**config.mk**
```make
export PLATFORM = sky130hd
export DESIGN_NAME = ps2_paddle_ctrl_flat
export DESIGN_NICKNAME = d
export VERILOG_FILES = /design/src/rtl/ps2_pkg.sv /design/src/rtl/ps2_paddle_ctrl_if.sv /design/src/rtl/ps2_rx.sv /design/src/rtl/ps2_paddle_ctrl.sv /design/src/flat_wrapper.sv
export SDC_FILE = /design/constraint.sdc
export NUM_CORES = 1
export LEC_CHECK = 0
export CAP_MARGIN = 20
export CORE_AREA = 2 2 84 86
export DETAILED_ROUTE_END_ITERATION = 7
export DIE_AREA = 0 0 86 88
export GPL_TIMING_DRIVEN = 0
export PLACE_DENSITY = 0.64
export SLEW_MARGIN = 20
export SYNTH_ARGS = -nofsm -noshare
export SYNTH_HDL_FRONTEND = slang
export SYNTH_HIERARCHICAL = 1
export SYNTH_SLANG_ARGS = --single-unit
```
**constraint.sdc**
```tcl
create_clock -name clock -period 2.2 [get_ports clock]
set_clock_uncertainty 0.1 [all_clocks]
set_input_delay 0.33 -clock clock [delete_from_list [all_inputs] [get_ports clock]]
set_output_delay 0.33 -clock clock [all_outputs]
set_load 0.005 [all_outputs]
```
**src/rtl/ps2_pkg.sv**
```systemverilog
// Shared PS/2 scan-code constants and state types for the paddle controller.
package ps2_pkg;

  localparam logic [7:0] BRK = 8'hF0;
  localparam logic [7:0] EXT = 8'hE0;
  localparam logic [7:0] W   = 8'h1D;
  localparam logic [7:0] S   = 8'h1B;
  localparam logic [7:0] UP  = 8'h75;
  localparam logic [7:0] DN  = 8'h72;

  typedef enum logic [1:0] {
    IDLE   = 2'd0,
    DATA   = 2'd1,
    PARITY = 2'd2,
    STOP   = 2'd3
  } rx_state_e;

  typedef enum logic [1:0] {
    D_IDLE    = 2'd0,
    D_EXT     = 2'd1,
    D_BRK     = 2'd2,
    D_EXT_BRK = 2'd3
  } dec_state_e;

endpackage

```
**src/rtl/ps2_paddle_ctrl_if.sv**
```systemverilog
// Output bundle of the paddle controller: decoded key stream, paddle commands, FSM debug state.
interface ps2_paddle_ctrl_if;
  import ps2_pkg::*;

  // key_valid is a single-cycle strobe with no back-pressure: key_code is
  // meaningful in the cycle key_valid is high and holds until the next strobe.
  logic [7:0] key_code;
  logic       key_valid;
  logic       frame_err;
  logic       p1_up;
  logic       p1_down;
  logic       p2_up;
  logic       p2_down;
  rx_state_e  rx_state;
  dec_state_e dec_state;

  modport master (
    output key_code, key_valid, frame_err,
    output p1_up, p1_down, p2_up, p2_down,
    output rx_state, dec_state
  );

  modport slave (
    input key_code, key_valid, frame_err,
    input p1_up, p1_down, p2_up, p2_down,
    input rx_state, dec_state
  );
endinterface

```
**src/rtl/ps2_rx.sv**
```systemverilog
// PS/2 frame receiver: synchronizer, clock fall detect, frame FSM and idle timeout.
// Odd-parity enforcement is compiled in with PS2_PARITY_CHECK_EN.
module ps2_rx
  import ps2_pkg::*;
#(
  parameter int SYNC_STAGES    = 2,
  parameter int TIMEOUT_CYCLES = 50000
) (
  input  logic       clk_i,
  input  logic       rst_ni,
  input  logic       ps2_clk_i,
  input  logic       ps2_dat_i,
  output logic [7:0] byte_o,
  output logic       byte_valid_o,
  output logic       err_o,
  output rx_state_e  state_o
);

  localparam int TW = $clog2(TIMEOUT_CYCLES + 1);

  logic [SYNC_STAGES-1:0] clk_sync_q;
  logic [SYNC_STAGES-1:0] dat_sync_q;
  logic [SYNC_STAGES:0]   clk_shift;
  logic [SYNC_STAGES:0]   dat_shift;
  logic                   clk_s;
  logic                   dat_s;
  logic                   clk_prev_q;
  logic                   fall;
  logic                   par_ok;

  rx_state_e              state_q;
  logic [7:0]             shift_q;
  logic [2:0]             bit_cnt_q;
  logic [TW-1:0]          tmo_q;
  logic [7:0]             byte_q;
  logic                   byte_valid_q;
  logic                   err_q;

  assign clk_shift = {clk_sync_q, ps2_clk_i};
  assign dat_shift = {dat_sync_q, ps2_dat_i};
  assign clk_s     = clk_sync_q[SYNC_STAGES-1];
  assign dat_s     = dat_sync_q[SYNC_STAGES-1];
  assign fall      = clk_prev_q & ~clk_s;

  always_ff @(posedge clk_i or negedge rst_ni) begin
    if (!rst_ni) begin
      clk_sync_q <= '0;
      dat_sync_q <= '0;
      clk_prev_q <= 1'b0;
    end else begin
      clk_sync_q <= clk_shift[SYNC_STAGES-1:0];
      dat_sync_q <= dat_shift[SYNC_STAGES-1:0];
      clk_prev_q <= clk_s;
    end
  end

`ifdef PS2_PARITY_CHECK_EN
  logic par_q;
  assign par_ok = ^{shift_q, par_q};

  always_ff @(posedge clk_i or negedge rst_ni) begin
    if (!rst_ni)                      par_q <= 1'b0;
    else if (fall && state_q == PARITY) par_q <= dat_s;
  end
`else
  assign par_ok = 1'b1;
`endif

  always_ff @(posedge clk_i or negedge rst_ni) begin
    if (!rst_ni) begin
      state_q      <= IDLE;
      shift_q      <= '0;
      bit_cnt_q    <= '0;
      tmo_q        <= '0;
      byte_q       <= '0;
      byte_valid_q <= 1'b0;
      err_q        <= 1'b0;
    end else begin
      byte_valid_q <= 1'b0;
      err_q        <= 1'b0;
      if (fall) begin
        tmo_q <= '0;
        case (state_q)
          IDLE: begin
            if (!dat_s) begin
              state_q   <= DATA;
              bit_cnt_q <= '0;
            end
          end
          DATA: begin
            shift_q   <= {dat_s, shift_q[7:1]};
            bit_cnt_q <= bit_cnt_q + 3'd1;
            if (bit_cnt_q == 3'd7) state_q <= PARITY;
          end
          PARITY: state_q <= STOP;
          STOP: begin
            state_q <= IDLE;
            if (dat_s && par_ok) begin
              byte_q       <= shift_q;
              byte_valid_q <= 1'b1;
            end else begin
              err_q <= 1'b1;
            end
          end
          default: state_q <= IDLE;
        endcase
      end else if (state_q != IDLE) begin
        // Abort on the TIMEOUT_CYCLES-th quiet cycle; the counter never wraps.
        if (tmo_q == TW'(TIMEOUT_CYCLES - 1)) begin
          state_q <= IDLE;
          err_q   <= 1'b1;
          tmo_q   <= '0;
        end else if (tmo_q != TW'(TIMEOUT_CYCLES)) begin
          tmo_q <= tmo_q + TW'(1);
        end
      end
    end
  end

  assign byte_o       = byte_q;
  assign byte_valid_o = byte_valid_q;
  assign err_o        = err_q;
  assign state_o      = state_q;

endmodule

```
**src/rtl/ps2_paddle_ctrl.sv**
```systemverilog
// PS/2 keyboard to two-player paddle commands (W/S and arrow up/down).
// Define PS2_PARITY_CHECK_EN to reject frames with bad odd parity.
module ps2_paddle_ctrl
  import ps2_pkg::*;
#(
  parameter int SYNC_STAGES    = 2,
  parameter int TIMEOUT_CYCLES = 50000
) (
  input  logic              clock,
  input  logic              reset_n,
  input  logic              PS2_CLK_in,
  input  logic              PS2_DAT_in,
  ps2_paddle_ctrl_if.master bus
);

  logic [7:0] rx_byte;
  logic       rx_valid;
  logic       rx_err;
  rx_state_e  rx_state;

  dec_state_e dec_q;
  logic [7:0] key_code_q;
  logic       key_valid_q;
  logic       frame_err_q;
  logic       p1_up_held_q;
  logic       p1_dn_held_q;
  logic       p2_up_held_q;
  logic       p2_dn_held_q;
  logic       is_make;
  logic       is_ext;

  ps2_rx #(
    .SYNC_STAGES    (SYNC_STAGES),
    .TIMEOUT_CYCLES (TIMEOUT_CYCLES)
  ) u_rx (
    .clk_i        (clock),
    .rst_ni       (reset_n),
    .ps2_clk_i    (PS2_CLK_in),
    .ps2_dat_i    (PS2_DAT_in),
    .byte_o       (rx_byte),
    .byte_valid_o (rx_valid),
    .err_o        (rx_err),
    .state_o      (rx_state)
  );

  assign is_make = (dec_q == D_IDLE) || (dec_q == D_EXT);
  assign is_ext  = (dec_q == D_EXT)  || (dec_q == D_EXT_BRK);

  always_ff @(posedge clock or negedge reset_n) begin
    if (!reset_n) begin
      dec_q        <= D_IDLE;
      key_code_q   <= '0;
      key_valid_q  <= 1'b0;
      frame_err_q  <= 1'b0;
      p1_up_held_q <= 1'b0;
      p1_dn_held_q <= 1'b0;
      p2_up_held_q <= 1'b0;
      p2_dn_held_q <= 1'b0;
    end else begin
      key_valid_q <= rx_valid;
      frame_err_q <= rx_err;
      if (rx_err) begin
        // A broken frame drops any pending prefix but keeps held keys.
        dec_q <= D_IDLE;
      end else if (rx_valid) begin
        key_code_q <= rx_byte;
        if (rx_byte == EXT && dec_q == D_IDLE) begin
          dec_q <= D_EXT;
        end else if (rx_byte == BRK && dec_q == D_IDLE) begin
          dec_q <= D_BRK;
        end else if (rx_byte == BRK && dec_q == D_EXT) begin
          dec_q <= D_EXT_BRK;
        end else begin
          dec_q <= D_IDLE;
          if (!is_ext && rx_byte == W)  p1_up_held_q <= is_make;
          if (!is_ext && rx_byte == S)  p1_dn_held_q <= is_make;
          if (is_ext  && rx_byte == UP) p2_up_held_q <= is_make;
          if (is_ext  && rx_byte == DN) p2_dn_held_q <= is_make;
        end
      end
    end
  end

  assign bus.key_code  = key_code_q;
  assign bus.key_valid = key_valid_q;
  assign bus.frame_err = frame_err_q;
  assign bus.p1_up     = p1_up_held_q & ~p1_dn_held_q;
  assign bus.p1_down   = p1_dn_held_q & ~p1_up_held_q;
  assign bus.p2_up     = p2_up_held_q & ~p2_dn_held_q;
  assign bus.p2_down   = p2_dn_held_q & ~p2_up_held_q;
  assign bus.rx_state  = rx_state;
  assign bus.dec_state = dec_q;

endmodule

```
**src/flat_wrapper.sv**
```systemverilog
// flat-port wrapper written by rule: the top's interface ports become plain ports
module ps2_paddle_ctrl_flat import ps2_pkg::*;
#(
  parameter int SYNC_STAGES    = 2,
  parameter int TIMEOUT_CYCLES = 50000
)
  (clock, reset_n, PS2_CLK_in, PS2_DAT_in, bus_key_code, bus_key_valid, bus_frame_err, bus_p1_up, bus_p1_down, bus_p2_up, bus_p2_down, bus_rx_state, bus_dec_state);
  ps2_paddle_ctrl_if bus_i ();
  input  logic clock;
  input  logic reset_n;
  input  logic PS2_CLK_in;
  input  logic PS2_DAT_in;
  output wire logic [$bits(bus_i.key_code)-1:0] bus_key_code;
  output wire logic [$bits(bus_i.key_valid)-1:0] bus_key_valid;
  output wire logic [$bits(bus_i.frame_err)-1:0] bus_frame_err;
  output wire logic [$bits(bus_i.p1_up)-1:0] bus_p1_up;
  output wire logic [$bits(bus_i.p1_down)-1:0] bus_p1_down;
  output wire logic [$bits(bus_i.p2_up)-1:0] bus_p2_up;
  output wire logic [$bits(bus_i.p2_down)-1:0] bus_p2_down;
  output wire logic [$bits(bus_i.rx_state)-1:0] bus_rx_state;
  output wire logic [$bits(bus_i.dec_state)-1:0] bus_dec_state;
  assign bus_key_code = bus_i.key_code;
  assign bus_key_valid = bus_i.key_valid;
  assign bus_frame_err = bus_i.frame_err;
  assign bus_p1_up = bus_i.p1_up;
  assign bus_p1_down = bus_i.p1_down;
  assign bus_p2_up = bus_i.p2_up;
  assign bus_p2_down = bus_i.p2_down;
  assign bus_rx_state = bus_i.rx_state;
  assign bus_dec_state = bus_i.dec_state;
  ps2_paddle_ctrl #(.SYNC_STAGES(SYNC_STAGES), .TIMEOUT_CYCLES(TIMEOUT_CYCLES)) u_core (.clock(clock), .reset_n(reset_n), .PS2_CLK_in(PS2_CLK_in), .PS2_DAT_in(PS2_DAT_in), .bus(bus_i));
endmodule
```
-- Yosys cells after proc, flatten, opt, wreduce, memory -nomap -nowiden
Index checks and enable logic that the tools add are counted.
- bits in registers: 60
- word-level logic and storage cells: 104
- bits of input ports: 4
- output and inout bits: 18
- add/sub/neg operators: 2
- reductions and logical operators: 28
- mux-type cells: 25
- bitwise gates (word level): 14
- eq/ne operators: 17
- operator list (cell ; count):
    $mux 16 ; 4
    $reduce_and 6->1 ; 4
    $mux 2 ; 10
    $add 16x1->16 const B ; 1
    $eq 16x16->1 const B ; 1
    $eq 8x5->1 const B ; 2
    $eq 8x7->1 const B ; 2
    $eq 8x8->1 const B ; 2
    $ne 16x16->1 const B ; 1
    $reduce_bool 2->1 ; 5
    $not 1->1 ; 9
    $mux 1 ; 8
    $pmux 2 s4 ; 1
    $logic_and 1x1->1 ; 7
    $eq 2x2->1 const B ; 3
    $ne 3x3->1 const B ; 2
    $pmux 3 s2 ; 1
    $reduce_and 2->1 ; 3
    $reduce_and 3->1 ; 2
    $and 1x1->1 ; 5
    $eq 2x1->1 const B ; 2
    $logic_not 2->1 ; 2
    $reduce_and 4->1 ; 1
    $add 3x1->3 const B ; 1
    other kinds (6) ; 7

-- Logic depth before layout (Yosys ltp)
Gate-level depths: netlist of run 1.
- word-level depth: 7
- depth in mapped cells: 7

-- Cells and area by module
The synthesis of run 1 kept the hierarchy.
- by module, submodules not included (module ; seq. area each (sq um) ; cells each ; times used ; area each (sq um)):
    ps2_rx ; 1101.1 ; 193 ; 1 ; 2155.8
    ps2_paddle_ctrl ; 400.4 ; 60 ; 1 ; 739.5

-- Worst setup path before layout of run 1
No wires, ideal clock.
- kind: flip-flop to flip-flop
- start point: reg u_core.u_rx.tmo_q[0]
- end point: reg u_core.u_rx.tmo_q[11]
- setup time: 0.069 ns
- slack: 0.319 ns
- data required time: 2.031 ns
- buffers on the path: 0
- arrival time: 1.712 ns
- stages on the path, launching flop included: 6
- period minus slack after synthesis: 1.881 ns
- cells stage by stage: dfrtp_1 > ha_1 > and4b_2 > o2111ai_2 > or4b_1 > nand3_1
- cells in the longest elaborated chain, start to end: 5
- RTL lines (element ; line ; source):
    from (decl) ; ps2_rx.sv:34 ; logic [TW-1:0] tmo_q;
    from (signal assigned) ; ps2_rx.sv:114 ; tmo_q <= tmo_q + TW'(1);
    $add 16x1->16 ; ps2_rx.sv:114 ;
    $mux 16 ; ps2_rx.sv:113 ; end else if (tmo_q != TW'(TIMEOUT_CYCLES)) begin
    $mux 16 ; ps2_rx.sv:109 ; if (tmo_q == TW'(TIMEOUT_CYCLES - 1)) begin
    $mux 16 ; ps2_rx.sv:107 ; end else if (state_q != IDLE) begin
    $mux 16 ; ps2_rx.sv:81 ; if (fall) begin
Parallel ways exist; a longest one is shown, timed or not. The select of a mux whose other input is x is not followed.
A chain may end at the register's enable or synchronous reset.

-- Final worst setup path of run 1
- start point: reg u_core.u_rx.tmo_q[0]
- end point: reg u_core.u_rx.tmo_q[8]
The elaborated chain is that of the path after synthesis.

==> flow_metrics.env, run 1 <==
export IMPL_grt_max_degree=35
export IMPL_cap_violations=0
export IMPL_rows=30
export IMPL_ctsLongestPathBuffers=2
export IMPL_synth_cell_types=51
export IMPL_fp_dieW_um=86
export IMPL_hpwl_um=4017
export IMPL_grt_pass1_vias=2199
export IMPL_wl_per_cell_um=16.07
export IMPL_cp_slowest_stage_delay_ps=490
export IMPL_p_leak_uw=0.001574
export IMPL_fin_cells=372
export IMPL_syn_inst=253
export IMPL_grt_pass1_wl_um=10540
export IMPL_h_tree_depth=3
export IMPL_layout_cells_most_common="dfrtp_1"
export IMPL_tightest_slew_ps=575.2
export IMPL_synth_main_ff_cell="dfrtp_1"
export IMPL_core_area_um2=6644
export IMPL_arrival_ps=2220
export IMPL_dieArea_um2=7568
export IMPL_synth_seq_cells=60
export IMPL_grt_antenna_before_repair=0
export IMPL_cpMaxStageDelayCell="or4b_1"
export IMPL_cts_tree="yes"
export IMPL_fmax_mhz=482.4
export IMPL_path_max_fanout=7
export IMPL_numPlacedInstances=355
export IMPL_synth_area_um2=2895
export IMPL_hold_path_class="flop to flop"
export IMPL_fin_hold_ws_ps=251.0
export IMPL_slew_headroom_pct=61.11
export IMPL_setup_violations_final=0
export IMPL_worstPathRequired_ps=2350
export IMPL_totalWireLength_um=5979
export IMPL_hp_start="u_core/u_rx/clk_sync_q[0]$_DFF_PN0_"
export IMPL_cp_start_kind="flop"
export IMPL_synth_nets=265
export IMPL_place_congestion=0.8618
export IMPL_numCtsBuffers=9
export IMPL_finalCritPeriodShare_pct=94.23
export IMPL_detail_route_first_pass_iterations=4
export IMPL_syn_to_final_growth_pct=22.21
export IMPL_worstSetupStartpoint="u_core/u_rx/tmo_q[0]$_DFFE_PN0P_"
export IMPL_hold_viol=0
export IMPL_ios=22
export IMPL_p_per_area_nw_per_um2=1047
export IMPL_io_buffers=21
export IMPL_cts_root_buffer_cell="clkbuf_8"
export IMPL_diodes=0
export IMPL_slew_violations=0
export IMPL_clkSlewWorstSetupHoldPaths_ps=70
export IMPL_start_util_pct=43.58
export IMPL_grt_total_usage_pct=17.89
export IMPL_synth_edff_count=0
export IMPL_num_vias=2130
export IMPL_post_cts_buffers=0
export IMPL_synth_warnings=6
export IMPL_final_cell_mix="60 x dfrtp_1, 23 x mux2_2, 21 x nand3_1, 20 x clkdlybuf4s50_1"
export IMPL_fin_nets=299
export IMPL_async_flop_share_pct=100.0
export IMPL_peakVddDrop_mv=0.6750
export IMPL_status="finished, final reports clean"
export IMPL_worstSetupPathType="flop to flop"
export IMPL_clock_sinks=60
export IMPL_ant_nets=0
export IMPL_die_h_um=88
export IMPL_viasPerCell=5.726
export IMPL_worstReg2RegStart="u_core/u_rx/tmo_q[0]$_DFFE_PN0P_"
export IMPL_period_minus_slack_ps=2073
export IMPL_path_cells="ha_2 > and4b_2 > o2111ai_4 > or4b_1 > o21ai_0"
export IMPL_clock_latency_ps=340
export IMPL_nFillCells=576
export IMPL_setup_worst_path_end_class="flop"
export IMPL_drc=0
export IMPL_drive_above_1_share_pct=20.21
export IMPL_grt_overflow=0
export IMPL_drt_iter0_drc=94
export IMPL_ys_seq_area_share_pct=51.86
export IMPL_synth_area_per_cell_um2=11.44
-- final timing paths --
kind                                                       end  slack, ps  cells after the start
max in group asynchronous    u_core/u_rx/tmo_q[14]$_DFFE_PN0P_       1170                      3
min in group asynchronous   u_core/bus.key_code[7]$_DFFE_PN0P_        330                      2
setup / recovery              u_core/u_rx/tmo_q[8]$_DFFE_PN0P_        130                      5
hold reg to reg            u_core/u_rx/clk_sync_q[1]$_DFF_PN0_        250                      0
setup reg to reg              u_core/u_rx/tmo_q[8]$_DFFE_PN0P_        130                      5
hold / removal             u_core/u_rx/clk_sync_q[1]$_DFF_PN0_        250                      0
-- metal layers --
layer	up-vias	global-route usage, %	part of all wire [%]
met5	-	0	0
met4	0	9.091	1.8
met3	9	3.110	3.8
met2	52	29.88	49
met1	1053	22.43	45
li1	1016	-	-
-- metrics by stage --
| stage | instance area [µm²] | util, % | setup TNS (ps) | setup slack (ps) | power, µW |
|---|---|---|---|---|---|
| global placement | 3206 | 48.25 | -72070 | -1205 | 2326 |
| floorplan | 2895 | - | 0 | 319.1 | 2032 |
| finish | 3538 | 53.26 | 0 | 127.0 | 3705 |
| global route | 3538 | 53.26 | -12.94 | -12.94 | 3914 |
| detailed placement | 3223 | 48.51 | 0 | 14.60 | 2366 |
| CTS | 3515 | 52.90 | 0 | 42.00 | 3716 |
-- registers in the layout, indices dropped and copies added, names as in the netlist, 2 cells and up --
register                count
u_core/u_rx/clk_sync_q      2
u_core/u_rx/state_o         2
u_core/u_rx/dat_sync_q      2
u_core/u_rx/tmo_q          16
u_core/u_rx/shift_q         8
u_core/u_rx/bit_cnt_q       3
u_core/bus.key_code         8
u_core/bus.dec_state        2
u_core/u_rx/byte_o          8
-- power breakdown --
part           leakage [µW]  switching (µW)  internal (µW)
Combinational      0.000638             391            418
Sequential         0.000802             237           1320
Clock              0.000134             463            875
-- final cells by class --
cell class | instances | area (µm²) | share of cell area [%]
plain buffers | 9 | 48.80 | 1.379
clock buffers | 9 | 123.9 | 3.501
clock inverters | 7 | 146.4 | 4.137
inverters | 13 | 48.80 | 1.379
multi-input cells | 171 | 1331 | 37.62
flip-flops and latches | 60 | 1501 | 42.43
well taps | 80 | 100.1 | 2.829
repair buffers | 23 | 237.7 | 6.719
-- kinds of logic after synthesis --
| family | count (synthesis) | synth area share, % |
|---|---|---|
| AOI/OAI and AO/OA | 28 | 6.828 |
| xor gates and xnor gates | 1 | 0.3026 |
| adders and majority gates | 8 | 3.457 |
| buffers and inverters | 22 | 3.284 |
| DFF | 60 | 51.86 |
| muxes | 28 | 10.67 |
| and+or+nand+nor | 106 | 23.60 |
-- cells in the mapped netlist, types with 2 or more instances --
library cell  instances  area, µm²
or4b_1                4      40.04
mux2i_1               5      50.05
and3_1                3      18.77
inv_1                13      48.80
clkbuf_1              2      7.510
nand2b_1              5      31.28
a21oi_1               7      35.03
ha_1                  8      100.1
a31oi_1               2      12.51
dfrtp_1              60       1501
buf_2                 4      20.02
buf_4                 2      15.01
o21ai_0               6      30.03
nand3_1              21      105.1
nand2_1              16      60.06
and4_1                4      35.03
or3_1                 5      31.28
a32o_1                2      20.02
nor4_1                4      25.02
nor2_1                7      26.28
mux2_2               23      259.0
or3b_1                4      35.03
nand4_1              15      93.84
nand3b_1              4      30.03
-- worst max-delay path, delay by kind of cell (launching register included) --
family                   cells  cell delay (ps)
AND/OR/NAND/NOR              2              780
AO/OA/AOI/OAI                2              430
flip-flops                   1              430
adder cells (fa/ha/maj)      1              260
-- what timing repair did --
action                                 4_1_cts  5_1_grt
setup endpoints to repair                    1       14
hold buffers                                 1        0
resized for setup                            1        5
endpoints found under the hold margin       26        0
pin swaps                                    0        0
(Power assumes the default switching activity.)
==> run 2, diff against run 1 <==
- CTS_CLUSTER_SIZE: not set -> 28
==> results of run 2 <==
Same layout as run 1: the final DEF is identical, and so are final timing and power.
